--- src/rtl/jtframe_cendivn_if.sv ---
// Bundle of the clock-enable divider signals: the input enable, per-channel
// divisors and phase sync in one direction, the divided enables in the other.
interface jtframe_cendivn_if #(
  parameter int W  = 4,
  parameter int CH = 2
);
  logic            cen_in;
  logic [CH*W-1:0] div;
  logic            sync;
  logic [CH-1:0]   cen_da;
  logic [CH-1:0]   cen_div;
  logic [CH-1:0]   tgl;

  modport master (output cen_in, div, sync, input  cen_da, cen_div, tgl);
  modport slave  (input  cen_in, div, sync, output cen_da, cen_div, tgl);
endinterface

--- src/rtl/jtframe_cendivn.sv ---
// Multi-channel clock-enable divider: each channel passes one cen_in in N.
// Define JTFRAME_CENDIVN_TGL_EN to build the per-channel 50% toggle outputs.
module jtframe_cendivn #(
  parameter int W  = 4,
  parameter int CH = 2
) (
  input  logic               clk,
  input  logic               rst_n,
  jtframe_cendivn_if.slave   bus
);

  logic [W-1:0]  cnt    [CH];
  logic [W-1:0]  nlat   [CH];
  logic [W-1:0]  div_ch [CH];
  logic [CH-1:0] da;
  logic [CH-1:0] cen_div_q;

  always_comb begin
    da = '0;
    for (int i = 0; i < CH; i++) begin
      div_ch[i] = bus.div[i*W +: W];
      da[i]     = bus.cen_in & ((cnt[i] == '0) | bus.sync);
    end
  end

  // The divisor is only sampled on an output pulse, so a change mid-period
  // never produces a runt or stretched period.
  always_ff @(posedge clk or negedge rst_n) begin
    if (!rst_n) begin
      // NOTE: cnt/nlat are a handful of flops, not a RAM, so clearing the
      // whole array on reset is cheap and keeps the first cen_in a pulse.
      for (int i = 0; i < CH; i++) begin
        cnt[i]  <= '0;
        nlat[i] <= '0;
      end
    end else begin
      for (int i = 0; i < CH; i++) begin
        if (da[i]) begin
          // NOTE: non-blocking so every channel sees the pre-edge state.
          nlat[i] <= div_ch[i];
          cnt[i]  <= (div_ch[i] <= W'(1)) ? '0 : W'(1);
        end else if (bus.cen_in) begin
          if (nlat[i] <= W'(1) || cnt[i] == nlat[i] - W'(1)) cnt[i] <= '0;
          else                                               cnt[i] <= cnt[i] + W'(1);
        end else if (bus.sync) begin
          cnt[i] <= '0;
        end
      end
    end
  end

  always_ff @(posedge clk or negedge rst_n) begin
    if (!rst_n) cen_div_q <= '0;
    else        cen_div_q <= da;
  end

  assign bus.cen_da  = da;
  assign bus.cen_div = cen_div_q;

`ifdef JTFRAME_CENDIVN_TGL_EN
  logic [CH-1:0] tgl_q;

  always_ff @(posedge clk or negedge rst_n) begin
    if (!rst_n) tgl_q <= '0;
    else        tgl_q <= tgl_q ^ da;
  end

  assign bus.tgl = tgl_q;
`else
  assign bus.tgl = '0;
`endif

endmodule

--- src/flat_wrapper.sv ---
// flat-port wrapper written by rule: the top's interface ports become plain ports
module jtframe_cendivn_flat 
#(
  parameter int W  = 4,
  parameter int CH = 2
)
  (clk, rst_n, bus_cen_in, bus_div, bus_sync, bus_cen_da, bus_cen_div, bus_tgl);
  jtframe_cendivn_if #(.W(W), .CH(CH)) bus_i ();
  input  logic clk;
  input  logic rst_n;
  input wire logic [$bits(bus_i.cen_in)-1:0] bus_cen_in;
  input wire logic [$bits(bus_i.div)-1:0] bus_div;
  input wire logic [$bits(bus_i.sync)-1:0] bus_sync;
  output wire logic [$bits(bus_i.cen_da)-1:0] bus_cen_da;
  output wire logic [$bits(bus_i.cen_div)-1:0] bus_cen_div;
  output wire logic [$bits(bus_i.tgl)-1:0] bus_tgl;
  assign bus_i.cen_in = bus_cen_in;
  assign bus_i.div = bus_div;
  assign bus_i.sync = bus_sync;
  assign bus_cen_da = bus_i.cen_da;
  assign bus_cen_div = bus_i.cen_div;
  assign bus_tgl = bus_i.tgl;
  jtframe_cendivn #(.W(W), .CH(CH)) u_core (.clk(clk), .rst_n(rst_n), .bus(bus_i));
endmodule
--- config.mk ---
export PLATFORM = sky130hd
export DESIGN_NAME = jtframe_cendivn_flat
export DESIGN_NICKNAME = d
export VERILOG_FILES = /design/src/rtl/jtframe_cendivn_if.sv /design/src/rtl/jtframe_cendivn.sv /design/src/flat_wrapper.sv
export SDC_FILE = /design/constraint.sdc
export NUM_CORES = 1
export LEC_CHECK = 0
export CAP_MARGIN = 20
export CORE_ASPECT_RATIO = 1.4
export CORE_MARGIN = 2
export CORE_UTILIZATION = 55
export CTS_CLUSTER_DIAMETER = 200
export DETAILED_ROUTE_END_ITERATION = 7
export DONT_BUFFER_PORTS = 1
export GPL_TIMING_DRIVEN = 0
export PLACE_DENSITY_LB_ADDON = 0.08
export SYNTH_ARGS = -nofsm -noshare
export SYNTH_HDL_FRONTEND = slang
export SYNTH_SLANG_ARGS = --single-unit
--- constraint.sdc ---
create_clock -name clk -period 5.3 [get_ports clk]
set_clock_uncertainty 0.05 [all_clocks]
set_input_delay 0.795 -clock clk [delete_from_list [all_inputs] [get_ports clk]]
set_output_delay 0.795 -clock clk [all_outputs]
set_load 0.005 [all_outputs]
Yosys cells after proc, flatten, opt, wreduce, memory -nomap -nowiden:

Index checks and enable logic that the tools add are counted.
Widths: inputs -> output; s select.

* register bits after elaboration: 18
* bits of input ports: 12
* output and inout bits: 6

* add/subtract/negate cells: 4
* magnitude comparators: 4
* eq/ne operators: 2
* muxes and demuxes: 9
* bitwise operators: 4
* reductions and logical operators: 6

Operator list (count)
* $mux 4: 7
* $le 4x1->1 const B: 4
* $add 4x1->4 const B: 2
* $eq 4x4->1: 2
* $logic_not 4->1: 2
* $sub 4x1->4 const B: 2
* $reduce_bool 3->1: 2
* $and 1x1->1: 2
* $logic_or 1x1->1: 2
* $mux 1: 2
* $or 1x1->1: 2

Depth between registers and ports, before layout:

Gate-level depths: netlist of the first run.

* word-level depth: 6
* depth in mapped cells: 6

Worst setup path after synthesis of the first run:

OpenSTA, ideal clock, no wires.

* path kind: input-to-output
* start: input port bus_sync
* end: output port bus_cen_da[0]
* arrival time: 1206 ps
* slack: 3249 ps
* stages on the path: 2
* buffers on the path: 0
* cells stage by stage: o21ai_1 > inv_1

* word-level cells in the longest chain between the ends: 2

Ends and longest elaborated chain
* start, declared: line flat_wrapper.sv:13 `input wire logic [$bits(bus_i.sync)-1:0] bus_sync;`
* $or 1x1->1: line jtframe_cendivn.sv:22 `da[i] = bus.cen_in & ((cnt[i] == '0) | bus.sync);`
* $and 1x1->1: line jtframe_cendivn.sv:22
* end, declared: line flat_wrapper.sv:14 `output wire logic [$bits(bus_i.cen_da)-1:0] bus_cen_da;`

Every way passes these cells.

Final worst setup path of the first run:

* start: register u_core.cnt[0] (netlist bit)
* end: output port bus_cen_da[1]

* word-level cells in the longest chain between the ends: 3

Ends and longest elaborated chain
* start, declared: line jtframe_cendivn.sv:12 `logic [W-1:0] cnt [CH];`
* start signal, assigned by index: line jtframe_cendivn.sv:41 `cnt[i] <= (div_ch[i] <= W'(1)) ? '0 : W'(1);`
* start signal, assigned by index: line jtframe_cendivn.sv:44 `else cnt[i] <= cnt[i] + W'(1);`
* $logic_not 4->1: line jtframe_cendivn.sv:22
* $or 1x1->1: line jtframe_cendivn.sv:22
* $and 1x1->1: line jtframe_cendivn.sv:22

Every way passes these cells.

==> results_dict.tcl, run 1 <==
set metrics [dict create \
    whs_ns 0.136 \
    place_hpwl_um 1480 \
    max_freq_ghz 0.393 \
    synthTopCellsByArea "dfrtp_1, ha_1, mux2_2" \
    drt-met1-wl_um 763 \
    boundaryPins 18 \
    core_area_um2 1950 \
    cp-end-kind "output port" \
    grt_pass1_vias 767 \
    crit_path_start_kind "flop" \
    row_count 19 \
    synth_top_area_cell "dfrtp_1" \
    place.gp.congestion 0.741 \
    overflow 0 \
    htreeDepth 1 \
    n_fill_cell 185 \
    cts_sinks 18 \
    clk_latency_ns 0.29 \
    setup_viol 0 \
    chipWidth_um 42.2 \
    grt_pass1_wl_um 3340 \
    grt_max_degree 19 \
    worstSetupPathType "flop to output port" \
    synth_most_common_cell "dfrtp_1" \
    cts_buffers 3 \
    ir_worst_vdd_uv 252 \
    antennaDiodeCount 0 \
    max_cap_viol_count 0 \
    drive_gt1_frac 0.208 \
    finalHoldViolations 0 \
    ys_warn_count 0 \
    synth_edf_count 0 \
    vias 726 \
    start_util 0.576 \
    worstPathMaxFanout 6 \
    p_leak_nw 0.557 \
    grtUsageTotal 0.181 \
    layout.nets 127 \
    first_iter_violations 18 \
    clockRootBuffer "clkbuf_4" \
    synthArstFlopShare 1.00 \
    yosysSeqAreaShare 0.401 \
    cts_setup_buffers 0 \
    highest_layer "met4" \
    hp-class "input pin to asynchronous set/reset pin" \
    io_buffers 0 \
    synth_top_area_frac 0.401 \
    clk_pin_slew_ns 0.10 \
    cts_buffer_depth 2 \
    dr_wl_met2_um 1040 \
    status "finished clean" \
    ys_ff_latch 18 \
    synthFlopType "dfrtp_1" \
    drt_pass1_iterations 4 \
    tritoncts "done" \
    synth_cells 101 \
    setup_tns_ns 0 \
    die_area_um2 2420 \
    cp.required_ns 4.45 \
    route.detailed.drc 0 \
    grt_setup_unrepaired "false" \
    worst_ep_arrival_time_ns 1.70 \
    dieHeight_um 57.5 \
    netlist_top_cells_count "dfrtp_1, inv_1, ha_1, mux2_2, xnor2_1" \
    worstMarginPinSlew_ns 0.617 \
    cts-resized-gates 0 \
    ys_types 30 \
    antenna_found_initial 0 \
    cts-hold-fix-buffers 0 \
    synthesis.area_um2 1120 \
    powerDensity_nw_per_um2 306 \
    avgViaCountPerCell 5.72 \
    synthToLayoutAreaGrowth_pct 5.91 \
    relSlewSlack 0.587 \
    slew_viol_final 0 \
    wl_met3_um 48 \
    finalCriticalPeriod_ns 2.54 \
    finalCritPeriodShare 0.480 \
    wire_per_inst_um 14.7 \
    ant_nets 0 \
    syn_area_per_cell_um2 11.1 \
    routed_wl_um 1870 \
]
-- path summary, 6_finish.rpt --
path | from | end | slack (ns) | cells past startpoint
max in group asynchronous | rst_n | u_core.nlat[3]$_DFFE_PN0P_ | 4.99 | 0
min in group clk | u_core.nlat[5]$_DFFE_PN0P_ | u_core.nlat[5]$_DFFE_PN0P_ | 0.49 | 1
worst min-delay path | rst_n | u_core.cnt[3]$_DFFE_PN0P_ | 0.14 | 0
worst min register to register | u_core.nlat[5]$_DFFE_PN0P_ | u_core.nlat[5]$_DFFE_PN0P_ | 0.49 | 1
worst max-delay path | u_core.cnt[0]$_DFFE_PN0P_ | bus_cen_da[1] | 2.76 | 5
worst max register to register | u_core.nlat[0]$_DFFE_PN0P_ | u_core.cnt[2]$_DFFE_PN0P_ | 3.27 | 6
-- cells by family (layout without fill, tap and decap cells) --
family	count (synthesis)	count (layout)	share of synthesized area
simple gates	21	21	0.104
compound gates	19	19	0.146
flops	18	18	0.401
buf+inv	15	19	0.0568
xor+xnor	11	11	0.119
fa+ha+maj	8	8	0.0892
mux	8	8	0.0803
other cells	1	2	0.00334
-- through the flow --
stage,power [mW],setup slack (ns),instance area (um^2),cells,utilization
after floorplan,0.266,3.25,1130,102,-
after global placement,0.282,3.09,1150,123,0.591
after detailed placement,0.285,3.08,1150,123,0.591
after CTS,0.368,2.73,1190,127,0.610
after global routing,0.387,2.57,1190,127,0.610
final,0.363,2.76,1190,127,0.610
-- where the power goes --
part           internal, mW  total [mW]  switching, mW
clock                0.0418      0.0834         0.0416
combinational        0.0556       0.105         0.0492
sequential            0.155       0.175         0.0205
total                 0.252       0.363          0.111
-- flip-flops by register name (all words and copies together), names as in the netlist --
| name | cells |
|---|---|
| u_core.cnt | 8 |
| u_core.nlat | 8 |
| u_core.bus.cen_div | 2 |
-- cell type report --
class | count | area [um^2] | area share
Clock buffer | 4 | 36.3 | 0.0305
Sequential cell | 18 | 450 | 0.379
Multi-Input combinational cell | 69 | 612 | 0.515
Inverter | 13 | 48.8 | 0.0411
Buffer | 2 | 15.0 | 0.0126
Tap cell | 21 | 26.3 | 0.0221
-- routing by layer --
| metal | vias to the layer above | track usage |
|---|---|---|
| met5 | - | 0 |
| met3 | 2 | 0.0190 |
| met4 | 0 | 0.0670 |
| met2 | 8 | 0.334 |
| li1 | 359 | - |
| met1 | 357 | 0.213 |
-- cells in the final DEF (no fill, tap or decap), types with 2 or more instances in the layout --
master	netlist	layout
dfrtp_1	18	18
inv_1	12	12
mux2_2	8	8
ha_1	8	8
xnor2_1	6	6
nor3_1	4	4
nor2_1	4	4
a221o_1	3	3
a22o_1	3	3
nand2_1	3	3
clkbuf_4	0	3
nor3b_1	2	2
o21ai_1	2	2
xor2_1	2	2
xor3_1	2	2
nor3_2	2	2
a2111o_1	2	2
a21oi_2	2	2
nor2b_1	2	2
o21ai_0	2	2
a21o_1	2	2
nand3_1	2	2
buf_4	2	2
conb_1	1	2
-- worst max-delay path, cell delays in order, from the launching register on --
cell and delay [ns]:
dfrtp_1 0.44, inv_1 0.08, ha_1 0.20, nor3b_1 0.14, o21ai_1 0.41, inv_1 0.13
Power figures use the tool's default switching activity.
==> run 2, diff against run 1 <==
==> constraint.sdc (replaced) <==
create_clock -name clk -period 2.3 [get_ports clk]
set_clock_uncertainty 0.05 [all_clocks]
set_input_delay 0.345 -clock clk [delete_from_list [all_inputs] [get_ports clk]]
set_output_delay 0.345 -clock clk [all_outputs]
set_load 0.005 [all_outputs]
==> run 2 against run 1 <==
  * Die area is the same
  * Power grew 130%
  * Flip-flop and latch count stayed put
  * Final cell count up 0.79%
  * Clock-buffer cell count did not move
  * Clock power up 130%
  * Global-route usage rose by 0.13 points
  * First-iteration DRC count up 11%
  * Critical path type unchanged
  * Highest routed layer unchanged
==> results_dict.tcl, run 2 (synthesis results as in run 1) <==
set metrics [dict create \
    finalHoldViolations 0 \
    ir_worst_vdd_uv 590 \
    max_cap_viol_count 0 \
    clk_pin_slew_ns 0.10 \
    slew_viol_final 0 \
    whs_ns 0.150 \
    row_count 19 \
    antenna_found_initial 0 \
    cp.required_ns 1.90 \
    layout.nets 128 \
    p_seq_frac 0.478 \
    boundaryPins 18 \
    ant_nets 0 \
    tritoncts "done" \
    route.detailed.drc 0 \
    routed_wl_um 1890 \
    p_switching_mw 0.263 \
    drive_gt1_frac 0.206 \
    synthToLayoutAreaGrowth_pct 6.80 \
    core_area_um2 1950 \
    reg2reg_slack_ns 0.27 \
    finalCritPeriodShare 0.909 \
    final_common_cell "dfrtp_1" \
    cts_sinks 18 \
    cts_buffers 3 \
    cp-end-kind "output port" \
    drt_pass1_iterations 6 \
    powerDensity_nw_per_um2 705 \
    p_sw_frac 0.311 \
    chipWidth_um 42.2 \
    setup_viol 0 \
    p_clk_frac 0.227 \
    cts_setup_buffers 0 \
    cts_buffer_depth 2 \
    crit_path_start_kind "flop" \
    grt_pass1_wl_um 3360 \
    io_buffers 0 \
    cts-hold-fix-buffers 1 \
    status "finished clean" \
    first_iter_violations 20 \
    dieHeight_um 57.5 \
    cts-resized-gates 0 \
    timing.rr.end "u_core.cnt[2]$_DFFE_PN0P_" \
    startpoint "u_core.cnt[0]$_DFFE_PN0P_" \
    rr_startpoint "u_core.nlat[0]$_DFFE_PN0P_" \
    hp-class "input pin to flop" \
    setup_tns_ns 0 \
    die_area_um2 2420 \
    clk_latency_ns 0.29 \
    worstPathMaxFanout 6 \
    place.gp.congestion 0.741 \
    start_util 0.576 \
    place_hpwl_um 1480 \
    worstMarginPinSlew_ns 0.832 \
    worst_ep_arrival_time_ns 1.70 \
    grtUsageTotal 0.183 \
    wire_per_inst_um 14.7 \
    clockRootBuffer "clkbuf_4" \
    worst-r2r-cell-count 6 \
    relSlewSlack 0.444 \
    antennaDiodeCount 0 \
    max_freq_ghz 0.478 \
    intPower_mw 0.582 \
    avgViaCountPerCell 5.76 \
    htreeDepth 1 \
    critPathCapture "bus_cen_da[1]" \
    grt_max_degree 19 \
    worstSetupPathType "flop to output port" \
    grt_pass1_vias 775 \
    p_comb_frac 0.295 \
    layout_common_cells "dfrtp_1, inv_1, mux2_2, ha_1, xnor2_1" \
    overflow 0 \
    vias 737 \
    grt_setup_unrepaired "false" \
    finalCriticalPeriod_ns 2.09 \
    p_leak_nw 0.561 \
]
==> run 2: cell type report <==
type | instances | area [um^2]
Buffer | 2 | 15.0
Timing Repair Buffer | 1 | 10.0
Inverter | 13 | 48.8
Multi-Input combinational cell | 69 | 612
Fill cell | 184 | 751
Sequential cell | 18 | 450
Clock buffer | 4 | 36.3
Tap cell | 21 | 26.3
==> run 2: critical path: stages (launching register included) <==
cell,delay [ns]
dfrtp_1,0.44
inv_1,0.08
ha_1,0.20
nor3b_1,0.14
o21ai_1,0.41
inv_1,0.13
==> run 2: power by group through the flow <==
stage               clock network (mW)  registers [mW]  logic [mW]
CTS                              0.198           0.404       0.255
floorplan                            0           0.398       0.214
global placement                     0           0.411       0.239
detailed placement                   0           0.410       0.246
global route                     0.207           0.411       0.282
finish                           0.192           0.404       0.249
==> run 2: per-layer routing <==
metal  track usage  wire length [um]
met5             0                 0
met4        0.0670                16
met3        0.0190                48
met2         0.341              1060
met1         0.211               767
==> run 2: metrics by stage <==
step,power [mW],area [um^2],setup slack [ns],std cells,util
after floorplan,0.612,1130,0.441,102,-
after global placement,0.650,1150,0.312,123,0.591
after detailed placement,0.657,1150,0.281,123,0.591
after CTS,0.857,1200,0.177,128,0.615
after global routing,0.900,1200,0.0184,128,0.615
final,0.845,1200,0.209,128,0.615
==> run 2: worst min path at each step <==
stage	slack (ns)	to	cells past startpoint	startpoint
finish	0.15	u_core.nlat[4]$_DFFE_PN0P_	1	bus_div[0]
global route	0.14	u_core.nlat[2]$_DFFE_PN0P_	1	bus_div[6]
CTS	0.14	u_core.nlat[4]$_DFFE_PN0P_	1	bus_div[0]
detailed placement	-0.0002	u_core.nlat[0]$_DFFE_PN0P_	0	rst_n
global placement	-0.0002	u_core.nlat[0]$_DFFE_PN0P_	0	rst_n
floorplan	-0.0006	u_core.bus.cen_div[0]$_DFF_PN0_	0	rst_n
